===== src/rtl/modulo_io_multicanal_pkg.sv =====
// Shared encodings for the multi-channel I/O module: OpIO codes, FSM states,
// and the width of the channel field carried in the immediate.
package io_pkg;

  localparam int CH_W = 8;

  typedef enum logic [1:0] {
    IO_NONE = 2'b00,
    IO_IN   = 2'b01,
    IO_OUT  = 2'b10,
    IO_RSV  = 2'b11
  } op_io_t;

  typedef enum logic [1:0] {
    IDLE     = 2'b00,
    WAIT_SET = 2'b01,
    CAPTURE  = 2'b10,
    HALTED   = 2'b11
  } io_state_t;

endpackage


===== src/rtl/modulo_io_multicanal_sincroniza_botao.sv =====
// Raw push-button qualifier: two-flop synchroniser, a counter that only lets
// the filtered level follow after DEB_CYC equal consecutive samples, and a
// one-cycle pulse on each rising edge of the filtered level.
module sincroniza_botao #(
  parameter int DEB_CYC = 4
) (
  input  logic clk,
  input  logic rst_n,
  input  logic raw,
  output logic pulse
);

  localparam int CNT_W = (DEB_CYC > 1) ? $clog2(DEB_CYC + 1) : 1;
  localparam logic [CNT_W-1:0] CNT_LIM = CNT_W'(DEB_CYC - 1);

  logic             sync1;
  logic             sync2;
  logic             level;
  logic             level_d;
  logic [CNT_W-1:0] cnt;

  // Synchronise, count disagreeing samples, flip the level once enough agree
  always_ff @(posedge clk or negedge rst_n) begin
    if (!rst_n) begin
      sync1   <= 1'b0;
      sync2   <= 1'b0;
      level   <= 1'b0;
      level_d <= 1'b0;
      cnt     <= '0;
    end else begin
      sync1   <= raw;
      sync2   <= sync1;
      level_d <= level;
      if (sync2 != level) begin
        if (cnt == CNT_LIM) begin
          level <= sync2;
          cnt   <= '0;
        end else begin
          cnt <= cnt + 1'b1;
        end
      end else begin
        cnt <= '0;
      end
    end
  end

  assign pulse = level & ~level_d;

endmodule


===== src/rtl/modulo_io_multicanal.sv =====
// Multi-channel I/O unit for the single-cycle core: IN stalls the PC until a
// debounced Set press captures a switch bank, OUT writes one of N_OUT latches,
// and a debounced Swap press rotates which latch drives the display.
module modulo_io_multicanal
  import io_pkg::*;
#(
  parameter int DATA_W  = 32,
  parameter int SW_W    = 13,
  parameter int N_IN    = 2,
  parameter int N_OUT   = 4,
  parameter int DEB_CYC = 4
) (
  input  logic                   Clock,
  input  logic                   Reset,
  input  logic [N_IN*SW_W-1:0]   Switches,
  input  logic                   Set,
  input  logic                   Swap,
  input  logic [1:0]             OpIO,
  input  logic                   HaltIAS,
  input  logic [DATA_W-1:0]      Imediato,
  input  logic [DATA_W-1:0]      DadosIn,
  output logic                   Halt,
  output logic [DATA_W-1:0]      DataIO,
  output logic [DATA_W-1:0]      OutputData
);

  localparam int SEL_W = (N_OUT > 1) ? $clog2(N_OUT) : 1;

  io_state_t         state;
  io_state_t         state_next;
  logic [CH_W-1:0]   ch;
  logic [CH_W-1:0]   ch_reg;
  logic              is_in;
  logic              is_out;
  logic              in_ok;
  logic              set_pulse;
  logic              swap_pulse;
  logic [DATA_W-1:0] bank_sel;
  logic [DATA_W-1:0] data_reg;
  logic [DATA_W-1:0] out_reg  [N_OUT];
  logic [DATA_W-1:0] out_next [N_OUT];
  logic [SEL_W-1:0]  sel;
  logic [SEL_W-1:0]  sel_next;
  logic [DATA_W-1:0] disp_next;
  logic              unused_imm;

  assign ch         = Imediato[CH_W-1:0];
  assign unused_imm = ^Imediato[DATA_W-1:CH_W];
  assign is_in      = (op_io_t'(OpIO) == IO_IN);
  assign is_out     = (op_io_t'(OpIO) == IO_OUT);
  assign in_ok      = (int'(ch) < N_IN);

  sincroniza_botao #(.DEB_CYC(DEB_CYC)) u_set (
    .clk   (Clock),
    .rst_n (Reset),
    .raw   (Set),
    .pulse (set_pulse)
  );

  sincroniza_botao #(.DEB_CYC(DEB_CYC)) u_swap (
    .clk   (Clock),
    .rst_n (Reset),
    .raw   (Swap),
    .pulse (swap_pulse)
  );

  // State register
  always_ff @(posedge Clock or negedge Reset) begin
    if (!Reset) state <= IDLE;
    else        state <= state_next;
  end

  // Next state and the combinational stall; CAPTURE always falls back to IDLE
  always_comb begin
    state_next = state;
    Halt       = 1'b0;
    case (state)
      IDLE: begin
        if (HaltIAS) begin
          state_next = HALTED;
          Halt       = 1'b1;
        end else if (is_in && in_ok) begin
          state_next = WAIT_SET;
          Halt       = 1'b1;
        end
      end
      WAIT_SET: begin
        Halt = 1'b1;
        if (set_pulse) state_next = CAPTURE;
      end
      CAPTURE: state_next = IDLE;
      HALTED:  Halt = 1'b1;
      default: state_next = IDLE;
    endcase
  end

  // Zero-extended switch bank addressed by the channel latched at IN decode
  always_comb begin
    bank_sel = '0;
    for (int k = 0; k < N_IN; k++) begin
      if (int'(ch_reg) == k) bank_sel = DATA_W'(Switches[k*SW_W +: SW_W]);
    end
  end

  // Channel follows the immediate while idle; data is taken on the Set pulse
  always_ff @(posedge Clock) begin
    if (state == IDLE) ch_reg <= ch;
    if (state == WAIT_SET && set_pulse) data_reg <= bank_sel;
  end

  assign DataIO = (state == CAPTURE) ? data_reg : '0;

  // Next latch contents, display select and displayed word
  always_comb begin
    out_next = out_reg;
    if (state == IDLE && is_out) begin
      for (int k = 0; k < N_OUT; k++) begin
        if (int'(ch) == k) out_next[k] = DadosIn;
      end
    end
    sel_next = sel;
    if (swap_pulse) sel_next = (sel == SEL_W'(N_OUT - 1)) ? '0 : sel + 1'b1;
    disp_next = '0;
    for (int k = 0; k < N_OUT; k++) begin
      if (int'(sel_next) == k) disp_next = out_next[k];
    end
  end

  // Output latches, select and registered display
  always_ff @(posedge Clock or negedge Reset) begin
    if (!Reset) begin
      for (int k = 0; k < N_OUT; k++) out_reg[k] <= '0;
      sel        <= '0;
      OutputData <= '0;
    end else begin
      out_reg    <= out_next;
      sel        <= sel_next;
      OutputData <= disp_next;
    end
  end

endmodule


===== config.mk =====
export PLATFORM = sky130hd
export DESIGN_NAME = modulo_io_multicanal
export DESIGN_NICKNAME = d
export VERILOG_FILES = /design/src/rtl/modulo_io_multicanal_pkg.sv /design/src/rtl/modulo_io_multicanal_sincroniza_botao.sv /design/src/rtl/modulo_io_multicanal.sv
export SDC_FILE = /design/constraint.sdc
export NUM_CORES = 1
export LEC_CHECK = 0
export BUFFER_PORTS_ARGS = -buffer_cell sky130_fd_sc_hd__buf_2
export CAP_MARGIN = 20
export CORE_MARGIN = 2
export CORE_UTILIZATION = 50
export DETAILED_ROUTE_END_ITERATION = 12
export GPL_TIMING_DRIVEN = 0
export PLACE_DENSITY = 0.73
export SETUP_SLACK_MARGIN = 0.3
export SLEW_MARGIN = 30
export SYNTH_ARGS = -nofsm -noshare
export SYNTH_HDL_FRONTEND = slang
export SYNTH_SLANG_ARGS = --single-unit

===== constraint.sdc =====
create_clock -name Clock -period 2.6 [get_ports Clock]
set_clock_uncertainty 0.15 [all_clocks]
set_input_delay 0.39 -clock Clock [delete_from_list [all_inputs] [get_ports Clock]]
set_output_delay 0.39 -clock Clock [all_outputs]
set_load 0.05 [all_outputs]

* Yosys cells after proc, flatten, opt, wreduce, memory -nomap -nowiden *
Cells that the tools add are included.

storage, ports and cells
  logic and storage cells = 84
  bits in registers = 218
  output and inout port bits = 65
  bits of input ports = 97

cells by class
  mux-type cells = 25
  bitwise logic cells = 4
  magnitude comparators = 1
  equality and inequality tests = 19
  reductions and logical operators = 12
  add/subtract/negate cells = 3

operators by type and width
  cell                   count
  $mux W32               9
  $mux W128              1
  $mux W13               2
  $eq A8 B2 Y1 const B   2
  $eq A8 B3 Y1 const B   2
  $logic_not A8 Y1       2
  $eq A2 B2 Y1 const B   6
  $mux W3                4
  $mux W2                5
  $lt A8 B2 Y1 const B   1
  $add A3 B1 Y3 const B  2
  $eq A2 B1 Y1 const B   3
  $eq A3 B2 Y1 const B   2
  $pmux W2 S3            1
  $logic_not A2 Y1       2
  $reduce_and A2 Y1      2
  $logic_and A1 B1 Y1    3
  $ne A3 B3 Y1 const B   1
  $reduce_and A3 Y1      1
  $reduce_bool A3 Y1     1
  $add A2 B1 Y2 const B  1
  $and A1 B1 Y1          2
  $mux W1                2
  $ne A1 B1 Y1           2
  other kinds (4)        5

* Depth between registers and ports, before layout *
Gate-level depths: netlist (run 1).

  word-level depth = 8
  gate-level depth with buffers = 9
  gate-level depth less buffers = 7

* Cells and area by module *
From an unflattened synthesis (run 1), not the netlist that was laid out.

unflattened totals
  cell total of the unflattened synthesis = 640
  area total of the unflattened synthesis = 8,792.2 µm²

by module, submodules not included
  module                times used  cells an instance  area each (µm²)
  modulo_io_multicanal  1           610                8,286.7
  sincroniza_botao      2           15                 252.7

* Worst setup path after synthesis (run 1) *
Ideal clock, no wire load.

  path type = register to register
  start point = reg state[0]
  end point = reg OutputData[12]
  setup time = 146 ps
  setup slack = 193 ps
  cell stages (with the launch flop) = 9
  arrival time = 2,110 ps
  data required time = 2,304 ps
  path through = dfrtp_1 > inv_1 > ha_1 > and4b_1 > nand3_1 > buf_1 > mux2_2 > mux2i_1 > mux2i_1

RTL lines
  element                 RTL line                     source
  from (decl)             modulo_io_multicanal.sv:29   io_state_t state;
  from (signal assigned)  modulo_io_multicanal.sv:70   else state <= state_next;
  to (signal assigned)    modulo_io_multicanal.sv:138  OutputData <= disp_next;
  to (decl)               modulo_io_multicanal.sv:24   output logic [DATA_W-1:0] OutputData

* Worst setup path in the final report (run 1) *
  start point = reg state[1]
  end point = reg OutputData[22]

on the way
  word-level cells in the longest chain between the ends = 7

RTL lines
  element                RTL line                     source
  $logic_not A2 Y1 *     modulo_io_multicanal.sv:116  if (state == IDLE && is_out) begin
  $logic_and A1 B1 Y1 *  modulo_io_multicanal.sv:116
  $mux W128 *            modulo_io_multicanal.sv:116
  $mux W32 (3 in a row)  modulo_io_multicanal.sv:125  if (int'(sel_next) == k) disp_next = out_next[k];
  $mux W32 *             modulo_io_multicanal.sv:125
  via disp_next[22]      modulo_io_multicanal.sv:44   logic [DATA_W-1:0] disp_next;

The timed path passes the listed nets; every way through them passes the cells marked *.
A chain may end at the register's enable or synchronous reset.

==> out/qor.yml, run 1 <==
detailed_routing:
  drc_errors: 0
  vias: 5279
  post_drt_via_cell_ratio: 5.20
  drt_pass1_iterations: 5
  drt-wirelength-per-cell_um: 17.7
  ant_nets: 0
  routed_wl_mm: 18.0
  drt-initial-drc-count: 339
timing:
  fin_crit_ps: 2320
  timing.fmax_ghz: 0.430
  tns_ps: 0
  setup_viol: 0
  setup_ws_ps: 276
  relSlewSlack_pct: 54.0
  drv_slew: 0
  hold_viol_final: 0
  worst_pin_slew_ps: 691
  min_period_over_period_pct: 89.4
  rsz0062_at_grt: "true"
power_and_ir_drop:
  pwr-share-comb_pct: 34.2
  clkPwrFrac_pct: 28.6
  powerDensity_nw_per_um2: 917
  power_frac_seq_pct: 37.3
  p_sw_mw: 3.22
  internal_power_mw: 6.35
  worst_ir_drop_vdd_mv: 0.521
  swShare_pct: 33.6
  p_leak_nw: 5.63
  p_total_mw: 9.57
critical_path:
  worstSetupPathType: "flip-flop to flip-flop"
  ff2ff_setup_slack_ps: 280
  crit_fanout: 10
  crit_chain: "inv_2 -> ha_4 -> and4bb_2 -> and3_4 -> buf_12 -> buf_6 -> nor3_1 -> o32a_1 -> o22ai_1"
  worst_path_max_delay_cell: "dfrtp_2"
  worst-r2r-cell-count: 9
  crit_required_ps: 2790
  critPathLaunchType: "flip-flop"
  cp-endpoint: "OutputData[22]$_DFF_PN0_"
  critical_path_arrival_ps: 2520
  max_stage_delay_ps: 440
  cp-end-kind: "flip-flop"
  r2r_end: "OutputData[22]$_DFF_PN0_"
  r2r_start: "state[1]$_DFFE_PN0P_"
  critPathLaunch: "state[1]$_DFFE_PN0P_"
yosys:
  yosysTopAreaCellShare_pct: 52.0
  synth.distinct_cells: 38
  ys_ff_latch: 199
  synth.area.top_cells: "dfrtp_1, mux2_2, mux2i_1"
  synth.most_common_cell: "dfrtp_1"
  synth-compound-area-share_pct: 2.16
  synthTopCellsByCount: "dfrtp_1, mux2_2, mux2i_1, nand2_1, nor2_1"
  synth_seq_area_share_pct: 59.4
  synth-simple-area-share_pct: 6.28
  synth_edf_count: 21
  syn_inst: 618
  syn_area_per_cell_um2: 13.9
  yosysWarningCount: 0
  async_reset_ff_share_pct: 89.4
  synthAdderAreaFrac_pct: 1.32
  synth_top_area_cell: "dfrtp_1"
  syn_area_um2: 8560
  synth-main-ff-cell: "dfrtp_1"
  muxShareOfSynthArea_pct: 26.0
  synthXorXnorAreaFrac_pct: 0.205
  synth_top_family_by_area: "multiplexers"
hold_path:
  holdCritPathClass: "primary input to flip-flop"
clock_tree:
  cts_inserted_buffers: 17
  cts_max_path_buffers: 2
  clk_pin_slew_worst_paths_ps: 60
  cts-root-buf: "clkbuf_16"
  clock_latency_ps: 430
  clock_sink_count: 199
  htree_levels: 4
  cts_tree: "yes"
die:
  coreArea_um2: 16600
  start_util_pct: 51.5
  die_w_um: 135
  num_io_pins: 162
  std_cell_rows: 47
  die-area_um2: 18200
  die_y_um: 135
placement:
  pre_cts_slack_ps: -165
  dpl.hpwl_mm: 12.1
  place_congestion: 0.781
  portBuffers: 118
layout:
  largest_register_ff_count: 128
  nFillCells: 1314
  syn2layout_area_growth_pct: 22.0
  layout-drive-gt1-share_pct: 40.7
  nets: 889
  utilization_pct: 62.8
status:
  status: "finished, final reports clean"
global_route:
  grt_pass1_wl_mm: 28.9
  grt_overflow: 0
  grt_pass1_vias: 5586
  grt_max_degree: 94
  grt_antenna_before_repair: 1
  grt.total_usage_pct: 20.6
run:
  cap_violations: 0
## metal layers
metal	wire, um	GRT usage [%]	share of wire [%]	up-vias
li1	-	-	-	2457
met1	7680	26.3	43	2677
met2	9120	35.2	51	128
met3	961	4.92	5.3	17
met4	201	6.32	1.1	0
met5	0	0	0	-
## worst min-delay path by stage
stage	startpoint	endpoint	slack (ps)	depth (start not counted)
finish	Imediato[0]	ch_reg[0]$_DFFE_PN_	20	1
global route	Imediato[0]	ch_reg[0]$_DFFE_PN_	10	1
CTS	Imediato[0]	ch_reg[0]$_DFFE_PN_	10	1
detailed placement	u_set.sync1$_DFF_PN0_	u_set.sync2$_DFF_PN0_	190	0
global placement	u_set.sync1$_DFF_PN0_	u_set.sync2$_DFF_PN0_	190	0
floorplan	Reset	OutputData[0]$_DFF_PN0_	-60	0
## final cells by class
type                       instances  area (um2)  area share [%]
sequential                       199        5090            48.7
multi-input combinational        368        3240            31.0
timing repair buffer             128         726            6.95
clock buffer                      23         499            4.78
buffer                            46         415            3.98
tap                              220         275            2.64
clock inverter                     7         116            1.11
inverter                          23        86.3           0.827
antenna                            1        2.50          0.0240
## critical path, delay by kind of cell, from the launching register on
kind / cells / cell delay [ps]
simple gates: 3 / 600
buf+inv: 3 / 400
fa+ha+maj: 1 / 160
compound gates: 2 / 500
flops: 1 / 440
## logic make-up after synthesis
kind of cell | count (synthesis)
fa+ha+maj | 9
flops | 199
other cells | 1
mux | 209
buf+inv | 69
compound gates | 24
xor+xnor | 2
simple gates | 105
## cells in the final DEF, fill, tap and decap left out, types with 5 or more instances in the layout
cell       count
buf_6         17
nor3_1        19
conb_1        19
buf_4         27
nand2_1       27
clkbuf_16     18
o32a_1         8
and2_1        13
o22ai_1        7
mux2_2       106
ha_1           8
edfxtp_1      21
clkbuf_4       9
mux2i_1      102
nor3b_1        5
buf_2        109
dfrtp_1      177
inv_1         19
nor2_1        22
## stage by stage
step | instance area [um2] | cells | hold slack [ps]
4_1_cts | 10400 | 1014 | 9.76
2_1_floorplan | 8640 | 636 | -55.6
3_3_place_gp | 9500 | 974 | 188
6_report | 10400 | 1015 | 22.5
3_5_place_dp | 9540 | 975 | 186
5_1_grt | 10400 | 1014 | 10.9
## power groups by stage
stage               registers [mW]  clock network [mW]  logic [mW]
detailed placement            3.62                   0        3.06
finish                        3.57                2.73        3.27
CTS                           3.56                2.78        3.21
floorplan                     3.78                   0        2.10
global placement              3.60                   0        2.96
global route                  3.59                2.90        3.49
## what timing repair did
item | CTS | global route
endpoints found under the setup margin | 101 | 41
pin swaps | 3 | 1
endpoints found under the hold margin | 87 | 0
resized for setup | 42 | 20
hold buffers | 3 | 0
setup buffers | 6 | 0
No activity file was read; power rests on OpenSTA's default activity.
==> run 2, diff against run 1 <==
CORE_UTILIZATION = 55   (was 50)
PLACE_DENSITY = 0.79   (was 0.73)
==> run 2 against run 1 <==
Compared with the run above: maximum frequency shrank 1.4%; die area shrank 8.8%; hold slack gained 13 ps; critical path type unchanged; final area grew 1.3%; via count grew 0.51%.
==> out/qor.yml, run 2 (same netlist as run 1, synthesis figures left out) <==
power_and_ir_drop:
  powerDensity_nw_per_um2: 902  # -1.6%
  pwr-share-comb_pct: 34.3  # about the same
  clkPwrFrac_pct: 28.4  # -0.2 points
  p_leak_nw: 5.72  # +1.6%
  p_sw_mw: 3.24  # +0.72%
  swShare_pct: 34.0  # +0.34 points
  power_frac_seq_pct: 37.3  # about the same
  worst_ir_drop_vdd_mv: 0.523  # +0.33%
  internal_power_mw: 6.30  # -0.78%
global_route:
  grt_pass1_vias: 5521  # -1.2%
  grt_antenna_before_repair: 0  # -1
  grt.total_usage_pct: 21.2  # +0.53 points
  grt_pass1_wl_mm: 27.4  # -5.4%
  grt_max_degree: 87  # -7.4%
  grt_overflow: 0  # unchanged
layout:
  nets: 900  # +1.2%
  layout-drive-gt1-share_pct: 41.8  # +1.1 points
  syn2layout_area_growth_pct: 23.6
  design_area_um2: 10600  # +1.3%
  largest_register_ff_count: 128  # unchanged
  utilization_pct: 69.6  # +6.9 points
  final_common_cell: "dfrtp_1"
  n_antenna_cell: 0  # -1
  mostFrequentLayoutCells: "dfrtp_1, buf_2, mux2_2"
  stdcell_count: 995  # -2.0%
clock_tree:
  cts_tree: "yes"
  htree_levels: 4  # unchanged
  cts_inserted_buffers: 17  # unchanged
  clk_pin_slew_worst_paths_ps: 70  # about the same
  clock_latency_ps: 430  # about the same
  cts_max_path_buffers: 2  # unchanged
  clock_sink_count: 199  # unchanged
  cts-root-buf: "clkbuf_16"
detailed_routing:
  ant_nets: 0  # unchanged
  routed_wl_mm: 17.5  # -2.4%
  post_drt_via_cell_ratio: 5.33  # +2.5%
  drt_pass1_iterations: 4  # -1
  vias: 5306  # +0.51%
  drc_errors: 0  # unchanged
  drt-initial-drc-count: 348  # +2.7%
  drt-wirelength-per-cell_um: 17.6  # -0.49%
critical_path:
  critPathLaunch: "state[1]$_DFFE_PN0P_"
  r2r_start: "state[1]$_DFFE_PN0P_"
  crit_fanout: 7  # -3
  critPathLaunchType: "flip-flop"
  cp-endpoint: "OutputData[12]$_DFF_PN0_"
  ff2ff_setup_slack_ps: 240  # -30 ps
  crit_required_ps: 2740  # -50 ps
  cp-end-kind: "flip-flop"
  critical_path_arrival_ps: 2490  # -30 ps
  worstSetupPathType: "flip-flop to flip-flop"
  worst-r2r-cell-count: 9  # unchanged
  r2r_end: "OutputData[12]$_DFF_PN0_"
timing:
  setup_viol: 0  # unchanged
  worst_pin_slew_ps: 954  # +263 ps
  drv_slew: 0  # unchanged
  min_period_over_period_pct: 90.7  # +1.3 points
  relSlewSlack_pct: 36.2  # -18 points
  hold_viol_final: 0  # unchanged
  fin_crit_ps: 2360  # +33.6 ps
  rsz0062_at_grt: "true"
  setup_ws_ps: 243  # -33.6 ps
  whs_ps: 35.2  # +12.7 ps
  timing.fmax_ghz: 0.424  # -1.4%
die:
  die-area_um2: 16600  # -8.8%
  die_w_um: 129  # -4.5%
  coreArea_um2: 15200  # -8.7%
  start_util_pct: 56.3  # +4.9 points
  die_y_um: 129  # -4.5%
  num_io_pins: 162  # unchanged
  std_cell_rows: 45  # -4.3%
placement:
  dp.cells: 944  # -3.2%
  portBuffers: 118  # unchanged
  dpl.hpwl_mm: 11.6  # -4.2%
  placed_cell_area_um2: 9530  # -0.13%
  pre_cts_slack_ps: -147  # +18.7 ps
  place_congestion: 0.767  # -1.8%
status:
  status: "finished, final reports clean"
hold_path:
  holdCritPathClass: "primary input to flip-flop"
  hold_start: "Imediato[0]"
run:
  cap_violations: 0  # unchanged
run 2: cell count changes in the layout (fill, tap and decap cells not counted), moves of 2 or more:
cell / before / now
clkbuf_4: 9 / 7
buf_6: 17 / 8
clkbuf_16: 18 / 21
clkbuf_8: 3 / 0
buf_12: 2 / 5
inv_6: 0 / 4
buf_4: 27 / 41
clkbuf_1: 4 / 2
run 2: final cells by class:
type	count	area [um2]
Clock inverter	14	168
Sequential cell	199	5090
Buffer	46	418
Clock buffer	18	450
Tap cell	188	235
Multi-Input combinational cell	368	3250
Inverter	23	86.3
Fill cell	1022	4620
Timing Repair Buffer	139	890
run 2: metrics by stage:
step	setup TNS, ps	power [mW]
after floorplan	0	5.88
after global placement	-278560	6.55
after detailed placement	-1890	6.64
after CTS	0	9.46
after global routing	0	9.95
final	0	9.55
run 2: worst min path at each step:
stage	end	cells past startpoint
after floorplan	OutputData[0]$_DFF_PN0_	0
after global placement	u_set.sync2$_DFF_PN0_	0
after detailed placement	OutputData[20]$_DFF_PN0_	1
after CTS	ch_reg[0]$_DFFE_PN_	1
after global routing	ch_reg[0]$_DFFE_PN_	1
final	ch_reg[0]$_DFFE_PN_	1
run 2: worst max-delay path, stage by stage, from the launching register on:
cell	delay [ps]
dfrtp_2	430
inv_2	90
ha_4	140
and4bb_2	270
buf_6	110
nand3_4	220
buf_12	230
mux2_2	290
mux2i_1	170
mux2i_1	120
run 2: per-layer routing:
metal / vias up / routed length (um) / track usage [%]
li1: 2488 / - / -
met1: 2646 / 7710 / 27.2
met2: 152 / 8670 / 36.2
met3: 20 / 913 / 4.20
met4: 0 / 233 / 7.29
met5: - / 0 / 0
run 2: timing repair:
item	in CTS	in global routing
gates resized for setup	32	39
endpoints found under the setup margin	104	43
hold endpoints to repair	39	0
setup buffers	3	10
cloned	0	3
pin swaps	1	3
hold buffers	3	0
run 2: power by group through the flow:
stage	clock, mW	combinational (mW)	sequential [mW]
2_1_floorplan	0	2.10	3.78
3_3_place_gp	0	2.95	3.60
3_5_place_dp	0	3.02	3.62
4_1_cts	2.76	3.15	3.56
5_1_grt	2.87	3.49	3.59
6_report	2.72	3.27	3.56
